<file path="src/rtl/board_pixel_gen.sv">
// Connect Four pixel generator.
// Draws the board grid, the placed pieces, the header cursor piece, a blinking
// highlight on the winning cells and the frame-paced drop of the last move.
// Two pipeline stages: stage 1 decodes geometry, stage 2 selects the colour.
// hsync/vsync are delayed by the same two cycles.
//
// Ports:
//   clk_d, rst_n                  pixel clock, async active-low reset
//   pixel_x, pixel_y, video_on    VGA timing coordinates and active flag
//   hsync_in, vsync_in            raw syncs
//   occ, clr, win_mask            per-cell state, index c*ROWS+r (r = 0 bottom)
//   cursor_col/en, player_colour  header cursor piece
//   drop_start/col/row/colour     drop animation request
//   red, green, blue              4-bit colour out
//   hsync_out, vsync_out          delayed syncs
//   drop_busy, drop_done          animation status / end pulse
module board_pixel_gen #(
  parameter int unsigned COLS         = 7,
  parameter int unsigned ROWS         = 6,
  parameter int unsigned CELL_W       = 89,
  parameter int unsigned CELL_H       = 66,
  parameter int unsigned LINE_W       = 2,
  parameter int unsigned HDR_H        = 68,
  parameter int unsigned FRAME_Y      = 480,
  parameter int unsigned BLINK_FRAMES = 30,
  parameter int unsigned DROP_STEP    = 8
) (
  input  logic                 clk_d,
  input  logic                 rst_n,
  input  logic [9:0]           pixel_x,
  input  logic [9:0]           pixel_y,
  input  logic                 video_on,
  input  logic                 hsync_in,
  input  logic                 vsync_in,
  input  logic [COLS*ROWS-1:0] occ,
  input  logic [COLS*ROWS-1:0] clr,
  input  logic [COLS*ROWS-1:0] win_mask,
  input  logic [2:0]           cursor_col,
  input  logic                 cursor_en,
  input  logic                 player_colour,
  input  logic                 drop_start,
  input  logic [2:0]           drop_col,
  input  logic [2:0]           drop_row,
  input  logic                 drop_colour,
  output logic [3:0]           red,
  output logic [3:0]           green,
  output logic [3:0]           blue,
  output logic                 hsync_out,
  output logic                 vsync_out,
  output logic                 drop_busy,
  output logic                 drop_done
);

  localparam int unsigned P      = CELL_W + LINE_W;
  localparam int unsigned Q      = CELL_H + LINE_W;
  localparam int unsigned IdxW   = $clog2(COLS * ROWS);
  localparam int unsigned BlinkW = $clog2(BLINK_FRAMES + 1);

  localparam logic [11:0] ColBlack  = 12'h000;
  localparam logic [11:0] ColWhite  = 12'hFFF;
  localparam logic [11:0] ColBlue   = 12'h00F;
  localparam logic [11:0] ColRed    = 12'hF00;
  localparam logic [11:0] ColYellow = 12'hFF0;

  typedef enum logic [1:0] {StIdle, StFall, StLand} drop_state_e;

  // ---------------- Stage 1: geometry decode ----------------
  logic [10:0] x11, y11;
  logic        vline, hline, col_ok, row_ok;
  logic [2:0]  col_idx, row_t;

  assign x11 = {1'b0, pixel_x};
  assign y11 = {1'b0, pixel_y};

  always_comb begin
    vline   = 1'b0;
    hline   = 1'b0;
    col_ok  = 1'b0;
    col_idx = '0;
    row_ok  = 1'b0;
    row_t   = '0;
    for (int k = 0; k <= int'(COLS); k++) begin
      if (x11 >= 11'(k * P) && x11 <= 11'(k * P + LINE_W - 1)) vline = 1'b1;
    end
    for (int k = 0; k <= int'(ROWS); k++) begin
      if (y11 >= 11'(HDR_H + k * Q) && y11 <= 11'(HDR_H + k * Q + LINE_W - 1)) hline = 1'b1;
    end
    for (int k = 0; k < int'(COLS); k++) begin
      if (x11 >= 11'(k * P + LINE_W) && x11 <= 11'(k * P + LINE_W + CELL_W - 1)) begin
        col_ok  = 1'b1;
        col_idx = 3'(k);
      end
    end
    // row_t counts from the top of the board
    for (int k = 0; k < int'(ROWS); k++) begin
      if (y11 >= 11'(HDR_H + k * Q + LINE_W) && y11 <= 11'(HDR_H + k * Q + LINE_W + CELL_H - 1))
      begin
        row_ok = 1'b1;
        row_t  = 3'(k);
      end
    end
  end

  logic        s1_von, s1_hs, s1_vs, s1_grid, s1_col_ok, s1_row_ok, s1_hdr;
  logic [2:0]  s1_col, s1_row;
  logic [10:0] s1_y;

  always_ff @(posedge clk_d or negedge rst_n) begin
    if (!rst_n) begin
      s1_von    <= 1'b0;
      s1_hs     <= 1'b0;
      s1_vs     <= 1'b0;
      s1_grid   <= 1'b0;
      s1_col_ok <= 1'b0;
      s1_row_ok <= 1'b0;
      s1_hdr    <= 1'b0;
      s1_col    <= '0;
      s1_row    <= '0;
      s1_y      <= '0;
    end else begin
      s1_von    <= video_on;
      s1_hs     <= hsync_in;
      s1_vs     <= vsync_in;
      s1_grid   <= hline | (vline & (y11 >= 11'(HDR_H)));
      s1_col_ok <= col_ok;
      s1_row_ok <= row_ok;
      s1_hdr    <= y11 < 11'(HDR_H);
      s1_col    <= col_idx;
      s1_row    <= row_t;
      s1_y      <= y11;
    end
  end

  // ---------------- Frame strobe, blink ----------------
  logic              frame_strobe;
  logic [BlinkW-1:0] blink_cnt_q;
  logic              blink_ph_q;

  assign frame_strobe = (pixel_x == 10'd0) && (pixel_y == 10'(FRAME_Y));

  always_ff @(posedge clk_d or negedge rst_n) begin
    if (!rst_n) begin
      blink_cnt_q <= '0;
      blink_ph_q  <= 1'b0;
    end else if (frame_strobe) begin
      if (blink_cnt_q == BlinkW'(BLINK_FRAMES - 1)) begin
        blink_cnt_q <= '0;
        blink_ph_q  <= ~blink_ph_q;
      end else begin
        blink_cnt_q <= blink_cnt_q + 1'b1;
      end
    end
  end

  // ---------------- Drop FSM ----------------
  drop_state_e state_q, state_d;
  logic [2:0]  drop_col_q, drop_col_d, drop_t_q, drop_t_d;
  logic        drop_clr_q, drop_clr_d, drop_done_q, drop_done_d;
  logic [10:0] drop_y_q, drop_y_d, tgt_y, step_y;

  assign tgt_y  = 11'(HDR_H + LINE_W) + 11'(Q) * 11'(drop_t_q);
  assign step_y = drop_y_q + 11'(DROP_STEP);

  always_comb begin
    state_d     = state_q;
    drop_col_d  = drop_col_q;
    drop_t_d    = drop_t_q;
    drop_clr_d  = drop_clr_q;
    drop_y_d    = drop_y_q;
    drop_done_d = 1'b0;
    unique case (state_q)
      StIdle: begin
        if (drop_start && 32'(drop_col) < COLS && 32'(drop_row) < ROWS) begin
          drop_col_d = drop_col;
          drop_t_d   = 3'(ROWS - 1) - drop_row;
          drop_clr_d = drop_colour;
          drop_y_d   = '0;
          state_d    = StFall;
        end
      end
      StFall: begin
        if (frame_strobe) begin
          // clamp onto the landing position instead of overshooting it
          if (step_y >= tgt_y) begin
            drop_y_d = tgt_y;
            state_d  = StLand;
          end else begin
            drop_y_d = step_y;
          end
        end
      end
      StLand: begin
        if (frame_strobe) begin
          drop_done_d = 1'b1;
          state_d     = StIdle;
        end
      end
      default: state_d = StIdle;
    endcase
  end

  always_ff @(posedge clk_d or negedge rst_n) begin
    if (!rst_n) begin
      state_q     <= StIdle;
      drop_col_q  <= '0;
      drop_t_q    <= '0;
      drop_clr_q  <= 1'b0;
      drop_y_q    <= '0;
      drop_done_q <= 1'b0;
    end else begin
      state_q     <= state_d;
      drop_col_q  <= drop_col_d;
      drop_t_q    <= drop_t_d;
      drop_clr_q  <= drop_clr_d;
      drop_y_q    <= drop_y_d;
      drop_done_q <= drop_done_d;
    end
  end

  assign drop_busy = (state_q != StIdle);
  assign drop_done = drop_done_q;

  // ---------------- Stage 2: colour select ----------------
  logic [2:0]      cell_r;
  logic [IdxW-1:0] cell_idx;
  logic            in_piece, is_target;
  logic [11:0]     rgb_d, rgb_q;

  assign cell_r    = 3'(ROWS - 1) - s1_row;
  assign cell_idx  = IdxW'(s1_col) * IdxW'(ROWS) + IdxW'(cell_r);
  assign is_target = drop_busy && (s1_col == drop_col_q) && (s1_row == drop_t_q);
  assign in_piece  = drop_busy && s1_col_ok && (s1_col == drop_col_q) &&
                     (s1_y >= drop_y_q) && (s1_y <= drop_y_q + 11'(CELL_H - 1));

  always_comb begin
    rgb_d = ColBlack;
    if (!s1_von) begin
      rgb_d = ColBlack;
    end else if (s1_grid) begin
      rgb_d = ColWhite;
    end else if (in_piece) begin
      rgb_d = drop_clr_q ? ColRed : ColBlue;
    end else if (s1_col_ok && s1_row_ok) begin
      // the landing cell stays empty until the animation has finished
      if (is_target || !occ[cell_idx]) rgb_d = ColBlack;
      else if (win_mask[cell_idx] && blink_ph_q) rgb_d = ColYellow;
      else rgb_d = clr[cell_idx] ? ColRed : ColBlue;
    end else if (s1_hdr && s1_col_ok && (s1_col == cursor_col) && cursor_en) begin
      rgb_d = player_colour ? ColRed : ColBlue;
    end
  end

  always_ff @(posedge clk_d or negedge rst_n) begin
    if (!rst_n) begin
      rgb_q     <= '0;
      hsync_out <= 1'b0;
      vsync_out <= 1'b0;
    end else begin
      rgb_q     <= rgb_d;
      hsync_out <= s1_hs;
      vsync_out <= s1_vs;
    end
  end

  assign red   = rgb_q[11:8];
  assign green = rgb_q[7:4];
  assign blue  = rgb_q[3:0];

endmodule

</file>
<file path="config.mk">
export PLATFORM = sky130hd
export DESIGN_NAME = board_pixel_gen
export DESIGN_NICKNAME = d
export VERILOG_FILES = /design/src/rtl/board_pixel_gen.sv
export SDC_FILE = /design/constraint.sdc
export NUM_CORES = 1
export LEC_CHECK = 0
export ABC_AREA = 1
export ABC_CLOCK_PERIOD_IN_PS = 3230
export CAP_MARGIN = 0
export CORE_ASPECT_RATIO = 1.5
export CORE_MARGIN = 3
export CORE_UTILIZATION = 45
export DETAILED_ROUTE_END_ITERATION = 12
export PLACE_DENSITY = 0.79
export SLEW_MARGIN = 10
export SYNTH_ARGS = -nofsm -noshare
export SYNTH_HDL_FRONTEND = slang
export SYNTH_SLANG_ARGS = --single-unit
export TNS_END_PERCENT = 20
</file>
<file path="constraint.sdc">
create_clock -name clk_d -period 3.23 [get_ports clk_d]
set_input_delay 0.323 -clock clk_d [delete_from_list [all_inputs] [get_ports clk_d]]
set_output_delay 0.323 -clock clk_d [all_outputs]
set_load 0.01 [all_outputs]
</file>
-- Word-level counts from Yosys, hierarchy flattened
Cells that the tools add are included.
W data, S select, Z words.
- flip-flop bits (word level): 64
- $add $sub $neg: 7
- multipliers: 2
- order comparisons: 63
- eq/ne operators: 11
- mux-type cells: 67
- bitwise logic cells: 3
- reduce and logical (&&, ||, !) cells: 52
- operator list (cell ; count):
    $le A10 B9 Y1 const B ; 14
    $ge A10 B9 Y1 const B ; 13
    $mux W12 ; 10
    $ge A10 B8 Y1 const B ; 6
    $le A10 B8 Y1 const B ; 6
    $logic_and A1 B1 Y1 ; 42
    $ge A10 B7 Y1 const B ; 4
    $le A10 B10 Y1 const B ; 4
    $mux W1 ; 35
    $mux W11 ; 3
    $ge A10 B10 Y1 const B ; 3
    $le A10 B7 Y1 const B ; 3
    $mux W3 ; 9
    $pmux W11 S2 ; 1
    $bmux W1 S6 ; 3
    $add A11 B4 Y11 const B ; 1
    $add A11 B7 Y11 const B ; 1
    $add A7 B10 Y11 const A ; 1
    $ge A10 B11 Y1 ; 1
    $ge A11 B11 Y1 ; 1
    $le A10 B11 Y1 ; 1
    $eq A10 B9 Y1 const B ; 1
    $ge A10 B1 Y1 const B ; 1
    $ge A10 B2 Y1 const B ; 1
    28 further kinds ; 40

-- Logic depth before layout (Yosys ltp)
Gate-level depths: netlist of run 1.
- word-level depth: 12
- mapped depth: 18
- mapped depth without buffers: 18

-- Worst setup path after synthesis of run 1
Ideal clock, no wire load.
- path type: reg-to-reg
- from: reg s1_col[1]
- to: reg rgb_q[10]
- setup time: 77 ps
- arrival time: 2348 ps
- data required time: 3153 ps
- slack: 805 ps
- cell stages (with the launch flop): 19
- buffers on the path: 1
- clock period less this slack: 2425 ps
- cells stage by stage: dfrtp_1 > ha_1 > inv_1 > fa_1 > buf_2 > inv_2 > nor2_2 > o211ai_1 > nand2_1 > inv_1 > nor2_1 > nand2_1 > a21oi_2 > nand2_1 > nand2_1 > nand2_1 > nand2_1 > nand2_1 > a21oi_1
- cells in the longest elaborated chain, start to end: 11
- RTL lines (item ; line ; source):
    start: declaration ; 105 ; logic [2:0] s1_col, s1_row;
    start signal: assignment ; 128 ; s1_col <= col_idx;
    $mul A3 B2 Y5 ; 230 ; assign cell_idx = IdxW'(s1_col) * IdxW'(ROWS) + IdxW'(cell_r);
    $add A6 B3 Y6 ; 230 ;
    $bmux W1 S6, on equally long branches ; 247, 245, 246 ;
    $mux W1, on equally long branches ; 247, 245, 246 ;
    $mux W12, or another cell as far along ; 247 ; else rgb_d = clr[cell_idx] ? ColRed : ColBlue;
    $mux W12 or $logic_or A1 B1 Y1 (tied branches) ; 246, 245 ;
    $mux W12 ; 245 ; if (is_target || !occ[cell_idx]) rgb_d = ColBlack;
    $mux W12 ; 243 ; end else if (s1_col_ok && s1_row_ok) begin
    $mux W12 (*) ; 241 ; end else if (in_piece) begin
    $mux W12 (*) ; 239 ; end else if (s1_grid) begin
    $mux W12 (*) ; 237 ; if (!s1_von) begin
    via rgb_d[10] ; 227 ; logic [11:0] rgb_d, rgb_q;
    end signal: assignment ; 259 ; rgb_q <= rgb_d;
    end: declaration ; 227 ;
The timed path passes the listed nets; every way through them passes the cells marked *. The select of a mux whose other input is x is not followed.
A chain may end at the register's enable or synchronous reset.

-- Worst setup path in the final report of run 1
Ends and elaborated chain as after synthesis.

==> results.py, run 1 <==
metrics = {
    "worst_setup_path": {
        "r2r_slack_ns": 0.53,
        "r2r_end": "rgb_q[10]",
        "slowest_stage": "dfrtp_1",
        "path_cells": "ha_1, inv_1, fa_1, nand2_1, inv_1, nor2_2, inv_2, nand3_1, nand2_1, a21oi_2, nand2_1, nand2_1, nand2_1, nand2_1, nand2_1, a21oi_1",
        "worstSetupPathType": "reg2reg",
        "critPathRequiredTime_ns": 3.45,
        "crit_path_start": "s1_col[1]",
        "crit_end": "rgb_q[10]",
        "reg2reg_from": "s1_col[1]",
        "end_kind": "flip-flop",
        "start_kind": "flip-flop",
        "crit_top_cell": "nand2_1",
        "ff2ff_path_depth": 16,
        "critPathMaxStageDelay_ns": 0.45,
        "path_max_fanout": 10,
        "arrival_ns": 2.92,
    },
    "routing": {
        "viasPerCell": 5.46,
        "wirelength_mm": 18.5,
        "drt_iter0_drc": 219,
        "ant_nets": 0,
        "drc": 0,
        "vias": 6247,
        "drt_first_pass_iters": 5,
        "wl_per_cell_um": 16.2,
    },
    "timing": {
        "period_minus_slack_ns": 2.70,
        "finalHoldViolCount": 0,
        "fin_skew_ns": 0.00615,
        "rsz0062_at_grt": "no",
        "finalWorstSetupSlack_ns": 0.531,
        "setup_tns_ns": 0,
        "setup_viol": 0,
        "relSlewSlack": 0.574,
        "slew_viol_final": 0,
        "tightestPinTransition_ns": 0.639,
        "fmax_mhz": 371,
        "fin_crit_sh": 0.836,
    },
    "final_layout": {
        "area_growth_pct": 35.6,
        "fillers": 1092,
        "layout.nets": 1195,
        "diodes": 0,
        "final_cell_area_um2": 7450,
        "post-route-util": 0.636,
        "drive_gt1_frac": 0.0623,
    },
    "yosys": {
        "synth_nets": 1038,
        "yosys.area.top_type_share": 0.246,
        "ys.flop_type": "dfrtp_1",
        "yosysWarningCount": 0,
        "async_flop_share": 1.00,
        "syn_avg_cell_area_um2": 6.57,
        "synth_area_leaders": "dfrtp_1 (25%), nand2_1 (16%), nand3_1 (13%)",
        "synth_area_leader_cell": "dfrtp_1",
        "synth_most_common_cell": "nand2_1",
        "synth_cell_types": 54,
        "synth_seq_area_share": 0.246,
        "synth_edf_count": 0,
        "syn-cell-area_um2": 5500,
        "ys_seq_elements": 54,
        "synthTopCellsByCount": "nand2_1 (232), nand3_1 (139), inv_1 (85)",
        "syn_inst": 837,
    },
    "power": {
        "p_leak_nw": 3.52,
        "power_density_nw_per_um2": 446,
        "power_mw": 3.32,
        "irDropWorstVdd_v": 0.000211,
    },
    "die": {
        "ios": 180,
        "rows": 48,
        "core_um2": 11700,
        "initial_utilization": 0.469,
        "dieWidth_um": 96.2,
        "die_y_um": 141,
        "die-area_um2": 13600,
    },
    "clocking": {
        "clk_pin_slew_ns": 0.07,
        "clk_latency_ns": 0.30,
        "hold_buffers": 1,
        "post_cts_buffers": 0,
        "cts_resized": 0,
        "cts_root_buf": "clkbuf_16",
        "cts_tree": "done",
        "htree_num_levels": 2,
        "cts_sinks": 54,
        "cts_buffers": 5,
        "clockBufferDepth": 2,
    },
    "global_route": {
        "grt_max_degree": 66,
        "grt_overflow_total": 0,
        "grt_usage": 0.270,
        "grt_pass1_vias": 6071,
        "grt_first_pass_wirelength_mm": 29.0,
        "antenna_found_initial": 3,
    },
    "run": {
        "max_cap_violations": 0,
    },
    "place": {
        "place_hpwl_mm": 15.1,
        "dp_slack_ns": 0.566,
        "place.gp.congestion": 0.996,
        "post_dp_cell_area_um2": 7270,
        "io_buffers": 179,
    },
    "min_path": {
        "hp-class": "reg2reg",
    },
    "outcome": {
        "status": "finished, final reports clean",
    },
}
==> layout by cell type, fill, tap and decap left out, types with 6 or more instances in the layout <==
master           synthesis  layout
a21oi_1                 34      34
inv_1                   85      85
nor2_2                   7       7
nor3_1                  13      13
o22ai_1                  9       9
nand2_1                232     232
ha_1                    35      35
nand4_1                 19      19
o211ai_1                 6       6
nand3_1                139     139
inv_2                   16      16
buf_4                   13       6
dfrtp_1                 54      53
xor2_1                  16      16
clkdlybuf4s50_1          0     178
nor2_1                  51      51
o21ai_0                 24      24
==> critical path: cells and delay by family (launching register included) <==
family / cells / cell delay, ns
simple gates: 9 / 0.89
fa+ha+maj: 2 / 0.73
flops: 1 / 0.45
buf+inv: 3 / 0.29
compound gates: 2 / 0.26
==> worst min-delay path by stage <==
stage,start,endpoint,slack (ns),depth (start not counted)
detailed placement,rst_n,s1_y[7],0.17,1
floorplan,rst_n,blink_cnt_q[0],0.03,0
global placement,rst_n,s1_y[8],0.17,1
global route,s1_hs,hsync_out,0.36,0
CTS,s1_hs,hsync_out,0.35,0
finish,s1_hs,hsync_out,0.35,0
==> where the power goes <==
group          switching, mW  internal, mW  total (mW)
Sequential             0.109         0.767       0.876
Combinational           1.06         0.761        1.82
Clock                  0.252         0.370       0.622
Total                   1.42          1.90        3.32
==> sequential cells by signal, indices dropped and copies added, names as in the netlist <==
register	flops
blink_cnt_q	5
drop_y_q	10
s1_hdr	1
s1_row_ok	1
drop_done	1
s1_grid	1
s1_vs	1
s1_col_ok	1
s1_row	3
s1_von	1
drop_clr_q	1
drop_t_q	3
state_q	2
blink_ph_q	1
vsync_out	1
s1_hs	1
s1_col	3
s1_y	10
rgb_q	3
hsync_out	1
drop_col_q	3
==> per-layer routing <==
metal,wire (um),vias to the layer above,global-route usage
li1,-,3090,-
met1,6770,2834,0.280
met2,9200,254,0.492
met3,1620,63,0.0605
met4,862,6,0.139
met5,43,-,0
==> cell type report <==
| class | instances | area [um2] | area share |
|---|---|---|---|
| Clock inverter | 3 | 47.5 | 0.00638 |
| Inverter | 103 | 397 | 0.0532 |
| Timing Repair Buffer | 186 | 1840 | 0.247 |
| Tap cell | 150 | 188 | 0.0252 |
| Sequential cell | 54 | 1350 | 0.181 |
| Clock buffer | 5 | 125 | 0.0168 |
| Multi-Input combinational cell | 644 | 3500 | 0.470 |
==> through the flow <==
step,hold WS [ns],std cells
floorplan,0.0274,837
global route,0.359,1145
finish,0.353,1145
global placement,0.169,1136
detailed placement,0.168,1136
CTS,0.354,1145
==> cell families after synthesis <==
group	count (synthesis)	share of synthesized area
AO/OA/AOI/OAI	96	0.103
buffers and inverters	139	0.117
adder cells (fa/ha/maj)	37	0.0870
XOR/XNOR	20	0.0332
flip-flops	54	0.246
multiplexers	4	0.00819
AND/OR/NAND/NOR	487	0.406
(Power assumes the default switching activity.)
==> run 2: changes to the inputs <==
--- a/config.mk
+++ b/config.mk
@@ -6,11 +6,11 @@
 export NUM_CORES = 1
 export LEC_CHECK = 0
 export ABC_AREA = 1
-export ABC_CLOCK_PERIOD_IN_PS = 3230
+export ABC_CLOCK_PERIOD_IN_PS = 2200
 export CAP_MARGIN = 0
 export CORE_ASPECT_RATIO = 1.5
 export CORE_MARGIN = 3
-export CORE_UTILIZATION = 45
+export CORE_UTILIZATION = 43
 export DETAILED_ROUTE_END_ITERATION = 12
 export PLACE_DENSITY = 0.79
 export SLEW_MARGIN = 10
==> constraint.sdc (replaced) <==
create_clock -name clk_d -period 2.2 [get_ports clk_d]
set_input_delay 0.22 -clock clk_d [delete_from_list [all_inputs] [get_ports clk_d]]
set_output_delay 0.22 -clock clk_d [all_outputs]
set_load 0.01 [all_outputs]
==> run 2 against run 1 <==
Against the previous run:
- the run now ends with setup timing left
- via count rose by 5.8%
- first-iteration DRC count rose by 37%
- power rose by 60%
- critical path type unchanged
- largest cell class unchanged
==> results.py, run 2 (same netlist as run 1, synthesis figures left out) <==
metrics = {
    "power": {
        "p_leak_nw": 3.96,
        "power_mw": 5.33,
        "irDropWorstVdd_v": 0.000364,
        "power_density_nw_per_um2": 645,
    },
    "timing": {
        "relSlewSlack": 0.719,
        "period_minus_slack_ns": 2.42,
        "setup_viol": 14,
        "fin_skew_ns": 0.00954,
        "rsz0062_at_grt": "yes",
        "finalHoldViolCount": 0,
        "fmax_mhz": 413,
        "slew_viol_final": 0,
        "holdWs_ns": 0.353,
        "tightestPinTransition_ns": 0.411,
        "finalWorstSetupSlack_ns": -0.220,
        "setup_tns_ns": -1.38,
        "fin_crit_sh": 1.10,
    },
    "routing": {
        "wirelength_mm": 19.5,
        "wl_per_cell_um": 15.7,
        "drt_iter0_drc": 300,
        "viasPerCell": 5.33,
        "drt_first_pass_iters": 6,
        "ant_nets": 0,
        "drc": 0,
        "vias": 6607,
    },
    "die": {
        "die_y_um": 144,
        "die-area_um2": 14200,
        "initial_utilization": 0.439,
        "rows": 50,
        "ios": 180,
        "dieWidth_um": 98.3,
        "core_um2": 12500,
    },
    "global_route": {
        "grt_use_met3": 0.0627,
        "grt_usage": 0.273,
        "top_usage_layer": "met2",
        "grt_first_pass_wirelength_mm": 31.4,
        "grt_max_degree": 65,
        "grt_pass1_vias": 6715,
        "use_met1": 0.282,
        "grt_overflow_total": 0,
        "use_met2": 0.498,
        "antenna_found_initial": 3,
    },
    "clocking": {
        "clk_pin_slew_ns": 0.07,
        "cts_buffers": 5,
        "clk_latency_ns": 0.30,
        "clockBufferDepth": 2,
        "cts_tree": "done",
        "cts_sinks": 54,
        "cts_root_buf": "clkbuf_16",
        "htree_num_levels": 2,
    },
    "final_layout": {
        "final_cell_area_um2": 8260,
        "diodes": 0,
        "post-route-util": 0.660,
        "layout.nets": 1284,
        "layout_common_cells": "nand2_1 (230), clkdlybuf4s50_1 (178), nand3_1 (139)",
        "drive_gt1_frac": 0.154,
        "mostFrequentLayoutCell": "nand2_1",
        "area_growth_pct": 50.2,
        "final-instance-count-excl-fill": 1240,
        "reg_top3": "drop_y_q x10, s1_y x10, blink_cnt_q x5",
    },
    "place": {
        "dpl.cell_count": 1229,
        "dp_slack_ns": -0.255,
        "post_dp_cell_area_um2": 7990,
        "io_buffers": 179,
        "place.gp.congestion": 0.981,
        "place_hpwl_mm": 16.2,
    },
    "worst_setup_path": {
        "end_kind": "flip-flop",
        "path_max_fanout": 3,
        "worstSetupPathType": "reg2reg",
        "critPathRequiredTime_ns": 2.42,
        "start_kind": "flip-flop",
        "arrival_ns": 2.64,
    },
    "outcome": {
        "status": "finished, violations left",
        "violations": "setup timing",
    },
    "min_path": {
        "hp-class": "reg2reg",
    },
    "run": {
        "max_cap_violations": 0,
    },
}
[run 2: cell count changes in the layout (fill, tap and decap cells not counted), moves of 2 or more]
| cell | before | now |
|---|---|---|
| nor2_1 | 51 | 49 |
| inv_1 | 85 | 83 |
| ha_4 | 0 | 2 |
| nor2_4 | 5 | 7 |
| buf_6 | 0 | 2 |
| buf_4 | 6 | 89 |
| buf_12 | 0 | 4 |
| ha_1 | 35 | 31 |
| nand2_1 | 232 | 230 |
| ha_2 | 0 | 2 |
[run 2: report_power, final]
part | switching (mW) | total, mW | internal [mW]
sequential | 0.118 | 1.24 | 1.13
combinational | 1.74 | 3.26 | 1.53
clock | 0.365 | 0.823 | 0.458
total | 2.22 | 5.33 | 3.11
[run 2: layout make-up]
class | instances | area [um2]
clock buffers | 6 | 139
repair buffers | 275 | 2570
clock inverters | 2 | 16.3
flip-flops and latches | 54 | 1350
inverters | 103 | 399
multi-input cells | 644 | 3590
well taps | 156 | 195
fillers | 1112 | 4250
[run 2: layer usage]
layer,vias up,share of wire
met5,-,0.0017
met4,6,0.060
met3,83,0.071
met2,269,0.50
met1,2983,0.36
li1,3266,-
[run 2: critical path, stage by stage, from the launching register on]
cell and delay (ns):
dfrtp_1 0.42, ha_4 0.29, inv_2 0.04, fa_2 0.57, inv_4 0.05, nor2_4 0.09
o211ai_1 0.09, nand2_1 0.07, inv_1 0.04, nor2_1 0.07, nand2_1 0.07, a21oi_2 0.16
nand2_1 0.09, nand2_1 0.06, nand2_1 0.04, nand2_1 0.05, nand2_1 0.04, a21oi_1 0.11
[run 2: path summary, 6_finish.rpt]
| kind | slack, ns | startpoint | end | depth (start not counted) |
|---|---|---|---|---|
| worst min-delay path | 0.35 | s1_hs | hsync_out | 0 |
| worst min register to register | 0.35 | s1_hs | hsync_out | 0 |
| worst max-delay path | -0.22 | s1_col[1] | rgb_q[10] | 17 |
| min in group asynchronous | 0.36 | rst_n | drop_done | 2 |
| worst max register to register | -0.22 | s1_col[1] | rgb_q[10] | 17 |
| max in group asynchronous | 1.23 | rst_n | s1_hs | 3 |
[run 2: repair_timing]
item / CTS / global route
hold buffers: 1 / 0
pin swaps: 9 / 3
setup buffers: 2 / 0
cloned: 0 / 0
gates resized for setup: 15 / 6
hold endpoints to repair: 14 / 0
setup endpoints to repair: 14 / 15
